--- src/rtl/pump_alternator_if.sv ---
// rtl/pump_alternator_if.sv - sensor, feedback and pump-drive signal bundle for pump_alternator
// master drives sensors/feedback/clear; slave is the alternator that drives the pump outputs.
interface pump_alternator_if;
    logic       s1;
    logic       s2;
    logic       s3;
    logic       s4;
    logic       fb_a;
    logic       fb_b;
    logic       clr_fault;
    logic       pa;
    logic       pb;
    logic       lead;
    logic       fault;
    logic [1:0] pump_fail;

    modport master (
        output s1, s2, s3, s4, fb_a, fb_b, clr_fault,
        input  pa, pb, lead, fault, pump_fail
    );

    modport slave (
        input  s1, s2, s3, s4, fb_a, fb_b, clr_fault,
        output pa, pb, lead, fault, pump_fail
    );
endinterface

--- src/rtl/pump_alternator.sv ---
// rtl/pump_alternator.sv - duty/standby alternator for two transfer pumps with failover and fault latch
// Optional macro PUMP_ASSIST_EN: second pump assists after a sustained low upper tank.
module pump_alternator #(
    parameter int MIN_ON       = 8,
    parameter int MIN_OFF      = 4,
    parameter int FB_TIMEOUT   = 3,
`ifdef PUMP_ASSIST_EN
    parameter int ASSIST_DELAY = 16,
`endif
    parameter int CNT_W        = 8
) (
    input  logic             clk,
    input  logic             rst,
    pump_alternator_if.slave pif
);

    typedef enum logic [1:0] {ST_OFF, ST_START, ST_RUN, ST_FAULT} state_t;

    localparam logic [CNT_W-1:0] MIN_ON_C  = CNT_W'(MIN_ON);
    localparam logic [CNT_W-1:0] MIN_OFF_C = CNT_W'(MIN_OFF);
    localparam logic [CNT_W-1:0] FB_C      = CNT_W'(FB_TIMEOUT);

    function automatic logic [CNT_W-1:0] sat_inc(input logic [CNT_W-1:0] v);
        return (v == '1) ? v : v + CNT_W'(1);
    endfunction

    state_t           state_q, state_d;
    logic [CNT_W-1:0] off_cnt_q, off_cnt_d;
    logic [CNT_W-1:0] fb_cnt_q, fb_cnt_d;
    logic [CNT_W-1:0] on_cnt_q, on_cnt_d;
    logic             sel_q, sel_d;
    logic             lead_q, lead_d;
    logic             pa_q, pa_d;
    logic             pb_q, pb_d;
    logic             fault_q, fault_d;
    logic [1:0]       pump_fail_q, pump_fail_d;
    logic             assist_d;
`ifdef PUMP_ASSIST_EN
    localparam logic [CNT_W-1:0] ASSIST_C = CNT_W'(ASSIST_DELAY);
    logic [CNT_W-1:0] assist_cnt_q, assist_cnt_d;
    logic             assist_q;
`endif

    logic             start, bad, fb_sel, sel_off, normal_stop, run_d;
    logic [1:0]       avail, avail_d;
    logic [CNT_W-1:0] off_inc, fb_inc, on_inc;

    assign start   = pif.s1 & ~pif.s3;
    assign bad     = (pif.s2 & ~pif.s1) | (pif.s4 & ~pif.s3);
    assign avail   = ~pump_fail_q;
    assign fb_sel  = sel_q ? pif.fb_b : pif.fb_a;
    assign sel_off = avail[lead_q] ? lead_q : ~lead_q;
    assign off_inc = sat_inc(off_cnt_q);
    assign fb_inc  = sat_inc(fb_cnt_q);
    assign on_inc  = sat_inc(on_cnt_q);

    // Timers compare the count including the current cycle, so MIN_OFF idle cycles allow a start.
    always_comb begin
        state_d     = state_q;
        off_cnt_d   = off_cnt_q;
        fb_cnt_d    = fb_cnt_q;
        on_cnt_d    = on_cnt_q;
        sel_d       = sel_q;
        fault_d     = fault_q;
        pump_fail_d = pump_fail_q;
        normal_stop = 1'b0;

        if (pif.clr_fault && state_q != ST_FAULT) begin
            pump_fail_d = 2'b00;
        end

        if (bad) begin
            state_d = ST_FAULT;
            fault_d = 1'b1;
        end else begin
            case (state_q)
                ST_OFF: begin
                    off_cnt_d = off_inc;
                    if (start && off_inc >= MIN_OFF_C && |avail) begin
                        state_d  = ST_START;
                        sel_d    = sel_off;
                        fb_cnt_d = '0;
                    end
                end
                ST_START: begin
                    fb_cnt_d = fb_inc;
                    if (!pif.s1) begin
                        state_d   = ST_OFF;
                        off_cnt_d = '0;
                    end else if (fb_sel) begin
                        state_d  = ST_RUN;
                        on_cnt_d = '0;
                    end else if (fb_inc >= FB_C) begin
                        pump_fail_d[sel_q] = 1'b1;
                        if (avail[~sel_q]) begin
                            sel_d    = ~sel_q;
                            fb_cnt_d = '0;
                        end else begin
                            state_d   = ST_OFF;
                            off_cnt_d = '0;
                        end
                    end
                end
                ST_RUN: begin
                    on_cnt_d = on_inc;
                    if (!pif.s1) begin
                        state_d   = ST_OFF;
                        off_cnt_d = '0;
                    end else if (!fb_sel) begin
                        pump_fail_d[sel_q] = 1'b1;
                        state_d            = ST_OFF;
                        off_cnt_d          = '0;
                    end else if (pif.s4 && on_inc >= MIN_ON_C) begin
                        state_d     = ST_OFF;
                        off_cnt_d   = '0;
                        normal_stop = 1'b1;
                    end
                end
                default: begin
                    if (pif.clr_fault) begin
                        state_d     = ST_OFF;
                        off_cnt_d   = '0;
                        fault_d     = 1'b0;
                        pump_fail_d = 2'b00;
                    end
                end
            endcase
        end

        // Lead follows the surviving pump; it only alternates while both are healthy.
        avail_d = ~pump_fail_d;
        case (avail_d)
            2'b11:   lead_d = normal_stop ? ~lead_q : lead_q;
            2'b01:   lead_d = 1'b0;
            2'b10:   lead_d = 1'b1;
            default: lead_d = lead_q;
        endcase

        assist_d = 1'b0;
`ifdef PUMP_ASSIST_EN
        assist_cnt_d = '0;
        if (state_q == ST_RUN && state_d == ST_RUN && !pif.s3) begin
            assist_cnt_d = sat_inc(assist_cnt_q);
            assist_d     = (assist_q || assist_cnt_d >= ASSIST_C) && avail_d[~sel_q];
        end
`endif

        run_d = (state_d == ST_START) || (state_d == ST_RUN);
        pa_d  = run_d && (sel_d == 1'b0 || assist_d);
        pb_d  = run_d && (sel_d == 1'b1 || assist_d);
    end

    always_ff @(posedge clk or posedge rst) begin
        if (rst) begin
            state_q      <= ST_OFF;
            off_cnt_q    <= MIN_OFF_C;
            fb_cnt_q     <= '0;
            on_cnt_q     <= '0;
            sel_q        <= 1'b0;
            lead_q       <= 1'b0;
            pa_q         <= 1'b0;
            pb_q         <= 1'b0;
            fault_q      <= 1'b0;
            pump_fail_q  <= 2'b00;
`ifdef PUMP_ASSIST_EN
            assist_cnt_q <= '0;
            assist_q     <= 1'b0;
`endif
        end else begin
            state_q      <= state_d;
            off_cnt_q    <= off_cnt_d;
            fb_cnt_q     <= fb_cnt_d;
            on_cnt_q     <= on_cnt_d;
            sel_q        <= sel_d;
            lead_q       <= lead_d;
            pa_q         <= pa_d;
            pb_q         <= pb_d;
            fault_q      <= fault_d;
            pump_fail_q  <= pump_fail_d;
`ifdef PUMP_ASSIST_EN
            assist_cnt_q <= assist_cnt_d;
            assist_q     <= assist_d;
`endif
        end
    end

    assign pif.pa        = pa_q;
    assign pif.pb        = pb_q;
    assign pif.lead      = lead_q;
    assign pif.fault     = fault_q;
    assign pif.pump_fail = pump_fail_q;

endmodule

--- src/flat_wrapper.sv ---
// flat-port wrapper written by rule: the top's interface ports become plain ports
module pump_alternator_flat 
#(
    parameter int MIN_ON       = 8,
    parameter int MIN_OFF      = 4,
    parameter int FB_TIMEOUT   = 3,

    parameter int CNT_W        = 8
)
  (clk, rst, pif_s1, pif_s2, pif_s3, pif_s4, pif_fb_a, pif_fb_b, pif_clr_fault, pif_pa, pif_pb, pif_lead, pif_fault, pif_pump_fail);
  pump_alternator_if pif_i ();
  input  logic clk;
  input  logic rst;
  input wire logic [$bits(pif_i.s1)-1:0] pif_s1;
  input wire logic [$bits(pif_i.s2)-1:0] pif_s2;
  input wire logic [$bits(pif_i.s3)-1:0] pif_s3;
  input wire logic [$bits(pif_i.s4)-1:0] pif_s4;
  input wire logic [$bits(pif_i.fb_a)-1:0] pif_fb_a;
  input wire logic [$bits(pif_i.fb_b)-1:0] pif_fb_b;
  input wire logic [$bits(pif_i.clr_fault)-1:0] pif_clr_fault;
  output wire logic [$bits(pif_i.pa)-1:0] pif_pa;
  output wire logic [$bits(pif_i.pb)-1:0] pif_pb;
  output wire logic [$bits(pif_i.lead)-1:0] pif_lead;
  output wire logic [$bits(pif_i.fault)-1:0] pif_fault;
  output wire logic [$bits(pif_i.pump_fail)-1:0] pif_pump_fail;
  assign pif_i.s1 = pif_s1;
  assign pif_i.s2 = pif_s2;
  assign pif_i.s3 = pif_s3;
  assign pif_i.s4 = pif_s4;
  assign pif_i.fb_a = pif_fb_a;
  assign pif_i.fb_b = pif_fb_b;
  assign pif_i.clr_fault = pif_clr_fault;
  assign pif_pa = pif_i.pa;
  assign pif_pb = pif_i.pb;
  assign pif_lead = pif_i.lead;
  assign pif_fault = pif_i.fault;
  assign pif_pump_fail = pif_i.pump_fail;
  pump_alternator #(.MIN_ON(MIN_ON), .MIN_OFF(MIN_OFF), .FB_TIMEOUT(FB_TIMEOUT), .CNT_W(CNT_W)) u_core (.clk(clk), .rst(rst), .pif(pif_i));
endmodule
--- config.mk ---
export PLATFORM = sky130hd
export DESIGN_NAME = pump_alternator_flat
export DESIGN_NICKNAME = d
export VERILOG_FILES = /design/src/rtl/pump_alternator_if.sv /design/src/rtl/pump_alternator.sv /design/src/flat_wrapper.sv
export SDC_FILE = /design/constraint.sdc
export NUM_CORES = 1
export LEC_CHECK = 0
export CAP_MARGIN = 15
export CORE_MARGIN = 2
export CORE_UTILIZATION = 60
export DETAILED_ROUTE_END_ITERATION = 16
export PLACE_DENSITY = 0.91
export SYNTH_ARGS = -nofsm -noshare
export SYNTH_HDL_FRONTEND = slang
export SYNTH_SLANG_ARGS = --single-unit
--- constraint.sdc ---
create_clock -name clk -period 7.52 [get_ports clk]
set_clock_uncertainty 0.1 [all_clocks]
set_input_delay 1.504 -clock clk [delete_from_list [all_inputs] [get_ports clk]]
set_output_delay 1.504 -clock clk [all_outputs]
set_load 0.02 [all_outputs]
==> results.yml <==
timing:
  setup_tns_ns: 0
  setup_ws_ns: 3.21
  post-route-min-period_ns: 4.31
  fmax_mhz: 232
  rsz0062_at_grt: "no"
  period_share_pct: 57.2
  slew_headroom_pct: 35.7
  drv_slew: 0
  finalSetupViolCount: 0
  tightest_slew_ns: 0.965
  hold_violations: 0
job:
  maxCapViolations: 0
detailed_routing:
  drt_iter0_drc: 150
  ant_nets: 0
  wire_per_inst_microns: 15.2
  drc_errors: 0
  drt_first_pass_iters: 5
  num_vias: 2237
  vias_per_cell: 6.43
  drt_wl_total_mm: 5.29
finish:
  fin_area_sq_um: 2680
  layout_commonest_cell: "nand2_1"
  fin_cells: 348
  area_growth_pct: 9.39
  layout_common_cells: "nand2_1 (34), dfrtp_1 (32), a21oi_1 (30), nor2_1 (19), inv_1 (17)"
  layout-drive-gt1-share_pct: 9.06
  diodes: 0
  final_nets: 316
synthesis:
  synthesis.nets: 308
  yosysUniqueCellTypes: 67
  ys_seq_area_share_pct: 33.7
  synth_edf_count: 0
  ys_warn_count: 0
  postSynthCellCount: 289
  synthFlopType: "dfrtp_1"
  syn_area_sq_um: 2450
  ys_seq_elements: 33
  avgSynthCellArea_sq_um: 8.49
  async_flop_share_pct: 100
placed_design:
  dp_worst_setup_slack_ns: 2.98
  hpwl_mm: 3.77
  placed_cell_area_sq_um: 2600
  dp_cells: 340
  portBuffers: 14
  gp_congestion: 0.944
critical_path:
  crit_type: "primary input to flop"
  start_kind: "primary input"
  cp_max_fo: 22
  crit_path_end_kind: "flop"
  cp.required_ns: 7.63
  arrival_ns: 4.41
pwr:
  total_power_mw: 0.787
  switching_share_pct: 43.4
  ir_worst_vdd_mv: 0.237
  power_leakage_nw: 1.09
  clkPwrFrac_pct: 16.3
  p_int_mw: 0.445
  p_comb_share_pct: 50.0
  power_density_nw_per_um2: 293
  p_switching_mw: 0.342
  pwr-share-seq_pct: 33.6
global_route:
  grt_max_degree: 34
  grt_pass1_wl_mm: 8.76
  grt-ovfl-total: 0
  grt_pass1_vias: 2022
  antenna_found_initial: 0
  grtUsageTotal_pct: 25.0
die:
  die_x_microns: 67.9
  die_h_microns: 67.9
  fp.dieArea_sq_um: 4610
  std_cell_rows: 23
  io_pins: 15
  start_util_pct: 61.8
  core_sq_um: 3970
worst_hold_path:
  worstHoldPathType: "flop to flop"
clock_tree:
  post_cts_resized: 0
  ctsLongestPathBuffers: 2
  cts_hold_buf: 0
  clk_latency_ns: 0.29
  cts_tree: "yes"
  postCtsSetupRepairBufs: 0
  cts_root_buffer: "clkbuf_8"
  cts.sinks: 33
  h-tree-depth: 2
  clk_pin_slew_worst_paths_ns: 0.07
  numCtsBuffers: 5
outcome:
  status: "completed"
-- power groups by stage --
stage | Combinational (mW) | Sequential (mW) | Clock (mW)
after floorplan | 0.301 | 0.262 | 0
after CTS | 0.389 | 0.263 | 0.130
after global routing | 0.434 | 0.272 | 0.137
after detailed placement | 0.387 | 0.266 | 0
after global placement | 0.376 | 0.264 | 0
final | 0.394 | 0.265 | 0.129
-- area by class of cell --
| class | instances | area (sq um) |
|---|---|---|
| clock inverter | 1 | 5.00 |
| inverter | 17 | 63.8 |
| sequential | 33 | 827 |
| multi-input combinational | 225 | 1500 |
| fill | 322 | 1290 |
| clock buffer | 7 | 76.3 |
| timing repair buffer | 15 | 148 |
| tap | 50 | 62.6 |
-- cell families (layout without fill, tap and decap cells) --
family | Yosys count | count (layout) | synth area share, %
AO/OA/AOI/OAI | 100 | 100 | 29.4
XOR/XNOR | 3 | 3 | 1.07
adder cells (fa/ha/maj) | 11 | 11 | 5.51
buffers and inverters | 31 | 40 | 5.10
flip-flops | 33 | 33 | 33.7
multiplexers | 4 | 4 | 2.70
AND/OR/NAND/NOR | 107 | 107 | 22.5
-- final timing paths --
kind / from / end / slack (ns) / cells after the start
worst max-delay path: pif_s1 / u_core.pif.lead$_DFFE_PP0P_ / 3.21 / 10
worst min-delay path: u_core.pif.fault$_DFFE_PP0P_ / u_core.pif.fault$_DFFE_PP0P_ / 0.41 / 1
worst max register to register: u_core.fb_cnt_q[0]$_DFFE_PP0P_ / u_core.pif.lead$_DFFE_PP0P_ / 4.29 / 11
worst min register to register: u_core.pif.fault$_DFFE_PP0P_ / u_core.pif.fault$_DFFE_PP0P_ / 0.41 / 1
max in group asynchronous: rst / u_core.off_cnt_q[2]$_DFFE_PP1P_ / 5.49 / 3
min in group asynchronous: rst / u_core.on_cnt_q[1]$_DFFE_PP0P_ / 1.51 / 3
-- metrics by stage --
stage | util (%) | hold slack, ns
4_1_cts | 67.5 | 0.412
6_report | 67.5 | 0.407
3_3_place_gp | 65.5 | 0.391
2_1_floorplan | - | 0.386
5_1_grt | 67.5 | 0.447
3_5_place_dp | 65.5 | 0.395
-- metal layers --
layer  GRT usage, %  wire [microns]
met5              0               0
met3           5.59             349
met2           39.2            2510
met1           33.5            2340
met4           10.0              82
-- synth_stat cells (7+ instances only) --
master,n,area (sq um)
a31oi_1,7,43.8
nand3_1,9,45.0
nor3_1,9,45.0
ha_1,10,125
o21ai_0,13,65.1
dfrtp_1,32,801
nor2_1,19,71.3
nand2_1,34,128
a21oi_1,30,150
buf_2,7,35.0
inv_1,17,63.8
-- critical path, stage by stage --
cell,delay [ns]
clkdlybuf4s50_1,0.61
inv_1,0.10
a22o_1,0.51
maj3_1,0.50
a221oi_1,0.44
inv_1,0.15
ha_1,0.23
a21oi_1,0.18
nor2_1,0.07
a21oi_1,0.11
-- flip-flops by register name, indices dropped and copies added (netlist names) --
signal / cells
u_core.fb_cnt_q: 8
u_core.off_cnt_q: 8
u_core.on_cnt_q: 8
u_core.pif.fault: 1
u_core.pif.lead: 1
u_core.pif.pa: 1
u_core.pif.pb: 1
u_core.pif.pump_fail: 2
u_core.sel_q: 1
u_core.state_q: 2
Power figures use the tool's default switching activity.
